**src/rtl/riscv_div_unit_pkg.sv**
```systemverilog
// Shared constants for the RV32M divide unit: func codes, FSM state type and decode helper.
package riscv_div_unit_pkg;

    localparam int unsigned DATA_SIZE  = 32;
    localparam int unsigned DIV_CYCLES = 32;

    localparam logic [2:0] DIV_FUNC  = 3'h4;
    localparam logic [2:0] DIVU_FUNC = 3'h5;
    localparam logic [2:0] REM_FUNC  = 3'h6;
    localparam logic [2:0] REMU_FUNC = 3'h7;

    typedef enum logic [1:0] {IDLE, CALC, FIX, DONE} div_state;

    function automatic logic is_div_func(input logic [2:0] func);
        return func[2];
    endfunction

endpackage

```
**src/rtl/riscv_div_unit.sv**
```systemverilog
// Multicycle radix-2 restoring divider for div/divu/rem/remu.
// Divide-by-zero and signed overflow are resolved in the acceptance cycle.
module riscv_div_unit
    import riscv_div_unit_pkg::*;
#(
    parameter int unsigned DATA_W = DATA_SIZE,
    parameter int unsigned CNT_W  = $clog2(DATA_W) + 1
) (
    input  logic              clk,
    input  logic              rst_n,
    input  logic              start,
    input  logic [2:0]        func,
    input  logic [DATA_W-1:0] op_a,
    input  logic [DATA_W-1:0] op_b,
    input  logic              flush,
    output logic              ready,
    output logic              done,
    output logic [DATA_W-1:0] result
);

    localparam logic [DATA_W-1:0] INT_MIN = {1'b1, {(DATA_W-1){1'b0}}};

    div_state          state_q, state_d;
    logic [CNT_W-1:0]  cnt_q, cnt_d;
    logic [DATA_W-1:0] rem_q, rem_d;
    logic [DATA_W-1:0] quo_q, quo_d;
    logic [DATA_W-1:0] dvs_q, dvs_d;
    logic [2:0]        func_q, func_d;
    logic              neg_quo_q, neg_quo_d;
    logic              neg_rem_q, neg_rem_d;
    logic [DATA_W-1:0] result_q, result_d;

    logic              is_signed;
    logic              sa, sb;
    logic [DATA_W-1:0] abs_a, abs_b;
    logic [DATA_W:0]   shifted, trial;
    logic [DATA_W-1:0] quo_fix, rem_fix;

    always_comb begin
        is_signed = ~func[0];
        sa        = is_signed & op_a[DATA_W-1];
        sb        = is_signed & op_b[DATA_W-1];
        abs_a     = sa ? (~op_a + 1'b1) : op_a;
        abs_b     = sb ? (~op_b + 1'b1) : op_b;
        // Partial remainder stays below the divisor, so the trial difference fits DATA_W bits.
        shifted   = {rem_q, quo_q[DATA_W-1]};
        trial     = shifted - {1'b0, dvs_q};
        quo_fix   = neg_quo_q ? (~quo_q + 1'b1) : quo_q;
        rem_fix   = neg_rem_q ? (~rem_q + 1'b1) : rem_q;
    end

    always_comb begin
        state_d   = state_q;
        cnt_d     = cnt_q;
        rem_d     = rem_q;
        quo_d     = quo_q;
        dvs_d     = dvs_q;
        func_d    = func_q;
        neg_quo_d = neg_quo_q;
        neg_rem_d = neg_rem_q;
        result_d  = result_q;

        unique case (state_q)
            IDLE: begin
                if (start && is_div_func(func)) begin
                    func_d    = func;
                    neg_quo_d = sa ^ sb;
                    neg_rem_d = sa;
                    if (op_b == '0) begin
                        result_d = func[1] ? op_a : '1;
                        state_d  = DONE;
                    end else if (is_signed && op_a == INT_MIN && op_b == '1) begin
                        result_d = func[1] ? '0 : INT_MIN;
                        state_d  = DONE;
                    end else begin
                        rem_d   = '0;
                        quo_d   = abs_a;
                        dvs_d   = abs_b;
                        cnt_d   = CNT_W'(DATA_W);
                        state_d = CALC;
                    end
                end
            end
            CALC: begin
                if (!trial[DATA_W]) begin
                    rem_d = trial[DATA_W-1:0];
                    quo_d = {quo_q[DATA_W-2:0], 1'b1};
                end else begin
                    rem_d = shifted[DATA_W-1:0];
                    quo_d = {quo_q[DATA_W-2:0], 1'b0};
                end
                cnt_d = cnt_q - CNT_W'(1);
                if (cnt_q == CNT_W'(1)) begin
                    state_d = FIX;
                end
            end
            FIX: begin
                result_d = func_q[1] ? rem_fix : quo_fix;
                state_d  = DONE;
            end
            DONE: begin
                state_d = IDLE;
            end
            default: begin
                state_d = IDLE;
            end
        endcase

        // A killed operation must not disturb the visible result.
        if (flush) begin
            state_d  = IDLE;
            result_d = result_q;
        end
    end

    always_ff @(posedge clk or negedge rst_n) begin
        if (!rst_n) begin
            state_q   <= IDLE;
            cnt_q     <= '0;
            rem_q     <= '0;
            quo_q     <= '0;
            dvs_q     <= '0;
            func_q    <= '0;
            neg_quo_q <= 1'b0;
            neg_rem_q <= 1'b0;
            result_q  <= '0;
        end else begin
            state_q   <= state_d;
            cnt_q     <= cnt_d;
            rem_q     <= rem_d;
            quo_q     <= quo_d;
            dvs_q     <= dvs_d;
            func_q    <= func_d;
            neg_quo_q <= neg_quo_d;
            neg_rem_q <= neg_rem_d;
            result_q  <= result_d;
        end
    end

    assign ready  = (state_q == IDLE);
    assign done   = (state_q == DONE);
    assign result = result_q;

endmodule

```
**config.mk**
```make
export PLATFORM = sky130hd
export DESIGN_NAME = riscv_div_unit
export DESIGN_NICKNAME = d
export VERILOG_FILES = /design/src/rtl/riscv_div_unit_pkg.sv /design/src/rtl/riscv_div_unit.sv
export SDC_FILE = /design/constraint.sdc
export NUM_CORES = 1
export LEC_CHECK = 0
export CAP_MARGIN = 20
export CELL_PAD_IN_SITES_DETAIL_PLACEMENT = 0
export CELL_PAD_IN_SITES_GLOBAL_PLACEMENT = 1
export CORE_MARGIN = 2
export CORE_UTILIZATION = 44
export CTS_BUF_LIST = sky130_fd_sc_hd__clkbuf_16
export DETAILED_ROUTE_END_ITERATION = 7
export PLACE_DENSITY = 0.89
export REMOVE_ABC_BUFFERS = 1
export SYNTH_ARGS = -nofsm -noshare
export SYNTH_HDL_FRONTEND = slang
export SYNTH_SLANG_ARGS = --single-unit
```
**constraint.sdc**
```tcl
create_clock -name clk -period 3.7 [get_ports clk]
set_clock_uncertainty 0.1 [all_clocks]
set_input_delay 1.11 -clock clk [delete_from_list [all_inputs] [get_ports clk]]
set_output_delay 1.11 -clock clk [all_outputs]
set_load 0.01 [all_outputs]
```
-- Word-level counts from Yosys, hierarchy flattened
Index checks and enable logic that the tools add are counted.
- add/subtract/negate cells: 6
- equal/unequal tests: 12
- mux-type cells: 31
- bitwise logic cells: 11
- reductions and logical operators: 12
- operators by type and width (operator ; count):
    32-bit two-way mux ; 17
    32-bit one-hot mux with 2 select lines ; 3
    32-bit by 1-bit adder with 32-bit output (second input constant) ; 4
    32-bit NOT ; 4
    32-bit == test (second input constant) ; 2
    33-bit by 32-bit subtractor with 33-bit output ; 1
    32-bit logical NOT ; 1
    6-bit two-way mux ; 3
    6-bit one-hot mux with 2 select lines ; 1
    4-bit AND reduction ; 3
    2-bit two-way mux ; 5
    2-bit one-hot mux with 4 select lines ; 1
    6-bit by 1-bit == test with 1-bit output (second input constant) ; 1
    6-bit by 1-bit subtractor with 6-bit output (second input constant) ; 1
    2-bit == test (second input constant) ; 2
    2-bit != test (second input constant) ; 2
    1-bit NOT ; 4
    2-bit AND reduction ; 2
    2-bit nonzero test ; 2
    1-bit logical AND ; 3
    3-bit by 1-bit != test with 1-bit output (second input constant) ; 1
    3-bit by 2-bit != test with 1-bit output (second input constant) ; 1
    3-bit != test (second input constant) ; 1
    1-bit AND ; 2
    5 further kinds ; 5
- flip-flop bits (word level): 140
- input bits: 71
- output and inout port bits: 34
- logic and storage cells: 81

-- Logic depth before layout (Yosys ltp)
- depth in word-level cells: 8
- gate-level depth with buffers: 14
- depth with buffers taken out: 12

-- Worst setup path after synthesis
Ideal clock, no wire load.
- kind: in2reg
- from: in op_a[1]
- to: reg rem_q[15]
- library setup time: 133 ps
- arrival time: 3535 ps
- data required time: 3467 ps
- path slack: -68 ps
- cell stages on the path: 11
- buffers on the path: 2
- cell sequence: inv_1 > ha_1 > or3b_1 > or4b_4 > nor4_4 > a2bb2o_1 > buf_2 > nor2_1 > o21ai_1 > clkbuf_1 > o21ai_0
- cells in the longest elaborated chain, start to end: 5
- ends and longest elaborated chain (what ; line ; text):
    start, declared ; riscv_div_unit.sv:13 ; input logic [DATA_W-1:0] op_a,
    32-bit == test ; riscv_div_unit.sv:72 ; end else if (is_signed && op_a == INT_MIN && op_b == '1) begin
    1-bit logical AND (2 in a row) ; riscv_div_unit.sv:72 ;
    2-bit != test (no line) ; - ;
    4-bit AND reduction (no line) ; - ;
    end signal, assigned ; riscv_div_unit.sv:130 ; rem_q <= rem_d;
    end, declared ; riscv_div_unit.sv:25 ; logic [DATA_W-1:0] rem_q, rem_d;
No other way between the ends.
A chain may end at the register's enable or synchronous reset.

-- Worst setup path after layout
- from: in op_a[1]
- to: reg result_q[28], in the netlist result[28]
- cells in the longest elaborated chain, start to end: 5
- ends and longest elaborated chain (what ; line ; text):
    32-bit == test ; riscv_div_unit.sv:72 ;
    1-bit logical AND (2 in a row) ; riscv_div_unit.sv:72 ;
    3-bit by 1-bit != test with 1-bit output (no line) ; - ;
    4-bit AND reduction (no line) ; - ;
    end signal, assigned ; riscv_div_unit.sv:136 ; result_q <= result_d;
    end, declared ; riscv_div_unit.sv:31 ; logic [DATA_W-1:0] result_q, result_d;
No other way between the ends.

==> summary.md <==
| Metric | Value |
|---|---|
| Fraction of the yosys area taken by sequential cells | `0.315` |
| Worst slack, placed | `-686 ps` |
| Slowest Stage Delay on Critical Path | `550 ps` |
| Initial cell density of the core | `0.444` |
| DRC | `0` |
| Largest net degree at the start of global routing | `64` |
| Hold Crit Endpoint | `result[22]$_DFFE_PN0P_` |
| Pwr/cell area | `763 mW/mm^2` |
| Type of the most critical hold path | `reg2reg` |
| Number of global-route vias before repair | `10700` |
| Cell family with most CP delay | `simple AND/OR/NAND/NOR gates` |
| All-Layer GR Usage | `0.256` |
| Worst setup path start | `op_a[1]` |
| Maximum resistive drop on vdd | `0.445 mV` |
| Worst Setup Slack, final | `82.5 ps` |
| Most repeated cell in the gate-level netlist after synthesis | `sky130_fd_sc_hd__nand2_1` |
| Leak pwr | `6.19 nW` |
| Post-synth top area share | `0.315` |
| Antenna violations before repair | `0` |
| Sum of net half-perimeters after detailed placement | `25.7 mm` |
| Cell Rows | `58` |
| Wire length of the first global-routing pass | `54.0 mm` |
| Number of pins exceeding their max-slew limit in the final report | `0` |
| Clock sink count | `139` |
| Core region area | `0.0249 sq mm` |
| Average routed wire per standard cell | `17.3 um` |
| Residual antenna-violating net count after detailed routing | `0` |
| Die footprint | `0.0264 sq mm` |
| Switching Fraction | `0.445` |
| Gp weighted congestion | `0.899` |
| Count of yosys warnings during synthesis | `0` |
| CTS tree | `yes` |
| Critical path fanouts, max | `7` |
| Startpoint kind of the worst setup timing path | `input port` |
| Final std cells w/o fill | `1942` |
| Setup slack, reg-to-reg | `140 ps` |
| Routing usage on met3 | `0.0306` |
| Overflow left after global routing | `0` |
| Length in cells of the worst reg-to-reg path | `12` |
| Clock group share of total power | `0.171` |
| Slowest stage cell on the critical path | `sky130_fd_sc_hd__or4b_4` |
| Layout Nets | `1715` |
| Relative slew slack | `0.320` |
| DR vias/cell | `5.68` |
| CTS max path bufs | `2` |
| Most instantiated flip-flop cell in the synthesis netlist | `sky130_fd_sc_hd__dfrtp_1` |
| Total placed cells including tap cells | `1903` |
| Data required time at the worst endpoint | `3960 ps` |
| Async set-reset flop share out of synthesis | `1.00` |
| Result of the run | `completed` |
| Unrepaired setup endpoints after global routing | `yes` |
| Overall die height | `162 um` |
| Top-level I/O count | `105` |
| Drt first-iter violations | `822` |
| Cell-by-cell trace of the critical path | `dlygate4sd2_1 > inv_2 > ha_2 > or3b_4 > or4b_4 > nor4_4 > a2bb2o_4 > nand3_1 > a211oi_2 > buf_4 > buf_4 > o21ai_1 > o21ai_1` |
| Mapped Area | `0.0111 sq mm` |
| Flops & latches, synth | `139` |
| Layer with the highest usage after global routing | `met2` |
| Reg2reg start | `rem_q[24]$_DFFE_PN0P_` |
| Root Buffer Master | `sky130_fd_sc_hd__clkbuf_16` |
| Part of the power in combinational logic | `0.574` |
| HP Start | `result[22]$_DFFE_PN0P_` |
| Final Cycle Share | `0.978` |
| Post-layout minimum cycle time | `3620 ps` |
| Die Span X | `162 um` |
| Endpoint arrival time on the critical path | `3870 ps` |
| Max Clock Freq | `276 MHz` |
| Path type of the worst setup path | `in2reg` |
| Worst Tran Pin Value | `1020 ps` |
| Worst path bufs/invs | `4` |
| Number of violations of the max-capacitance limit | `0` |
| Worst reg2reg endpoint | `rem_q[9]$_DFFE_PN0P_` |
| Cell taking the most area after synthesis | `sky130_fd_sc_hd__dfrtp_1` |
| Vias post-DR | `11000` |
| PortBufs | `104` |
| Switching power total | `0.00486 W` |
| TritonCTS buffer count | `17` |
| 1st-pass router iterations | `5` |
| Endpoints failing hold | `0` |
| Ant diodes | `0` |
| Area growth from synthesis to layout | `29.4%` |
| Leading cell types by total area after synthesis | `sky130_fd_sc_hd__dfrtp_1 (31%), sky130_fd_sc_hd__xnor2_1 (7.4%), sky130_fd_sc_hd__o21ai_0 (6.7%)` |
| Met1 track demand over resource in global routing | `0.340` |
| Internal power component | `0.00606 W` |
| Fraction of final layout cells sized beyond drive strength 1 | `0.148` |
| Proportion of power drawn by flip-flops and latches | `0.256` |
| Total wire length | `33.7 mm` |
| Number of distinct library cell variants in the gate-level netlist after synthesis | `75` |
| Setup crit end kind | `flip-flop` |
| Depth of the CTS H-tree | `4` |
| Clock-pin slew reported for the worst setup and hold paths after clock tree synthesis | `60 ps` |
| Source-to-sink clock delay at the later pin of the worst-skew pair | `420 ps` |
| Number of cells on the worst hold path | `2` |
| Area after detailed placement | `0.0135 sq mm` |
| Number of enable flip-flop cells after synthesis | `0` |
| Top cells by instance count after synthesis | `sky130_fd_sc_hd__nand2_1 (171), sky130_fd_sc_hd__o21ai_0 (147), sky130_fd_sc_hd__dfrtp_1 (139)` |
| Number of standard cells after synthesis | `1389` |
| Syn Area/Cell | `7.96 sq um` |
| Met2 global-route usage | `0.443` |
| Final setup violating endpoints | `0` |
| Cell area after layout | `0.0143 sq mm` |
-- layout by cell type (no fill, tap or decap), types with 16 or more instances in the layout --
master / instances
sky130_fd_sc_hd__a31oi_1: 21
sky130_fd_sc_hd__dfrtp_1: 139
sky130_fd_sc_hd__buf_4: 147
sky130_fd_sc_hd__nand3_1: 16
sky130_fd_sc_hd__inv_1: 58
sky130_fd_sc_hd__nor2_1: 114
sky130_fd_sc_hd__o31ai_1: 26
sky130_fd_sc_hd__o21ai_0: 146
sky130_fd_sc_hd__nor3_1: 21
sky130_fd_sc_hd__o21ai_1: 21
sky130_fd_sc_hd__a21o_1: 24
sky130_fd_sc_hd__xor2_1: 52
sky130_fd_sc_hd__ha_1: 41
sky130_fd_sc_hd__mux2i_1: 29
sky130_fd_sc_hd__xnor2_1: 93
sky130_fd_sc_hd__a21oi_1: 117
sky130_fd_sc_hd__clkdlybuf4s50_1: 101
sky130_fd_sc_hd__clkbuf_16: 19
sky130_fd_sc_hd__nand2_1: 171
-- cells by family after synthesis --
logic type,after synthesis,share of synthesized area
flip-flops,139,0.315
buffers and inverters,134,0.0483
AND/OR/NAND/NOR,443,0.191
XOR/XNOR,145,0.115
multiplexers,32,0.0293
adder cells (fa/ha/maj),44,0.0505
AO/OA/AOI/OAI,452,0.252
-- power by group through the flow --
stage,Sequential (W),Combinational [W],Clock (W)
2_1_floorplan,0.00277,0.00396,0
3_3_place_gp,0.00278,0.00595,0
3_5_place_dp,0.00280,0.00604,0
4_1_cts,0.00278,0.00610,0.00188
5_1_grt,0.00288,0.00692,0.00194
6_report,0.00279,0.00626,0.00186
-- per-layer routing --
metal | vias up | share of wire
met5 | - | 0
met4 | 0 | 0.019
met3 | 42 | 0.048
met2 | 316 | 0.48
met1 | 5268 | 0.45
li1 | 5408 | -
-- worst max-delay path by stage --
stage / endpoint / slack, ps / cells after the start
2_1_floorplan: rem_q[31]$_DFFE_PN0P_ / -1620 / 9
3_3_place_gp: rem_q[28]$_DFFE_PN0P_ / -580 / 12
3_5_place_dp: rem_q[11]$_DFFE_PN0P_ / -690 / 13
4_1_cts: cnt_q[5]$_DFFE_PN0P_ / 8 / 12
5_1_grt: result[28]$_DFFE_PN0P_ / -90 / 13
6_report: result[28]$_DFFE_PN0P_ / 80 / 13
-- tightest hold or removal path: cells and delay by family, from the launching register on --
kind,cells,cell delay (ps)
DFF,1,340
and+or+nand+nor,2,100
-- stage by stage --
| step | total power (W) | util | TNS, ps | hold WS, ps |
|---|---|---|---|---|
| finish | 0.0109 | 0.575 | 0 | 371 |
| global route | 0.0117 | 0.575 | -597 | 396 |
| CTS | 0.0108 | 0.567 | 0 | 374 |
| detailed placement | 0.00883 | 0.541 | -70220 | 360 |
| global placement | 0.00873 | 0.541 | -58130 | 354 |
| floorplan | 0.00672 | - | -106390 | 354 |
-- flip-flops by register name, indices dropped and copies added, names as in the netlist --
register	cells
state_q	2
func_q	1
dvs_q	32
quo_q	32
result	32
neg_rem_q	1
neg_quo_q	1
cnt_q	6
rem_q	32
-- area by class of cell --
cell class	count	area (sq um)
fillers	2310	10600
multi-input cells	1116	7140
flip-flops and latches	139	3480
repair buffers	266	2420
clock buffers	17	425
well taps	330	413
inverters	60	225
clock inverters	14	203
-- what timing repair did --
item	4_1_cts	5_1_grt
gates resized for setup	14	17
gates cloned	0	2
hold buffers	0	0
pin swaps	6	5
endpoints found under the setup margin	100	81
setup buffers	0	6
No activity file was read; power rests on OpenSTA's default activity.
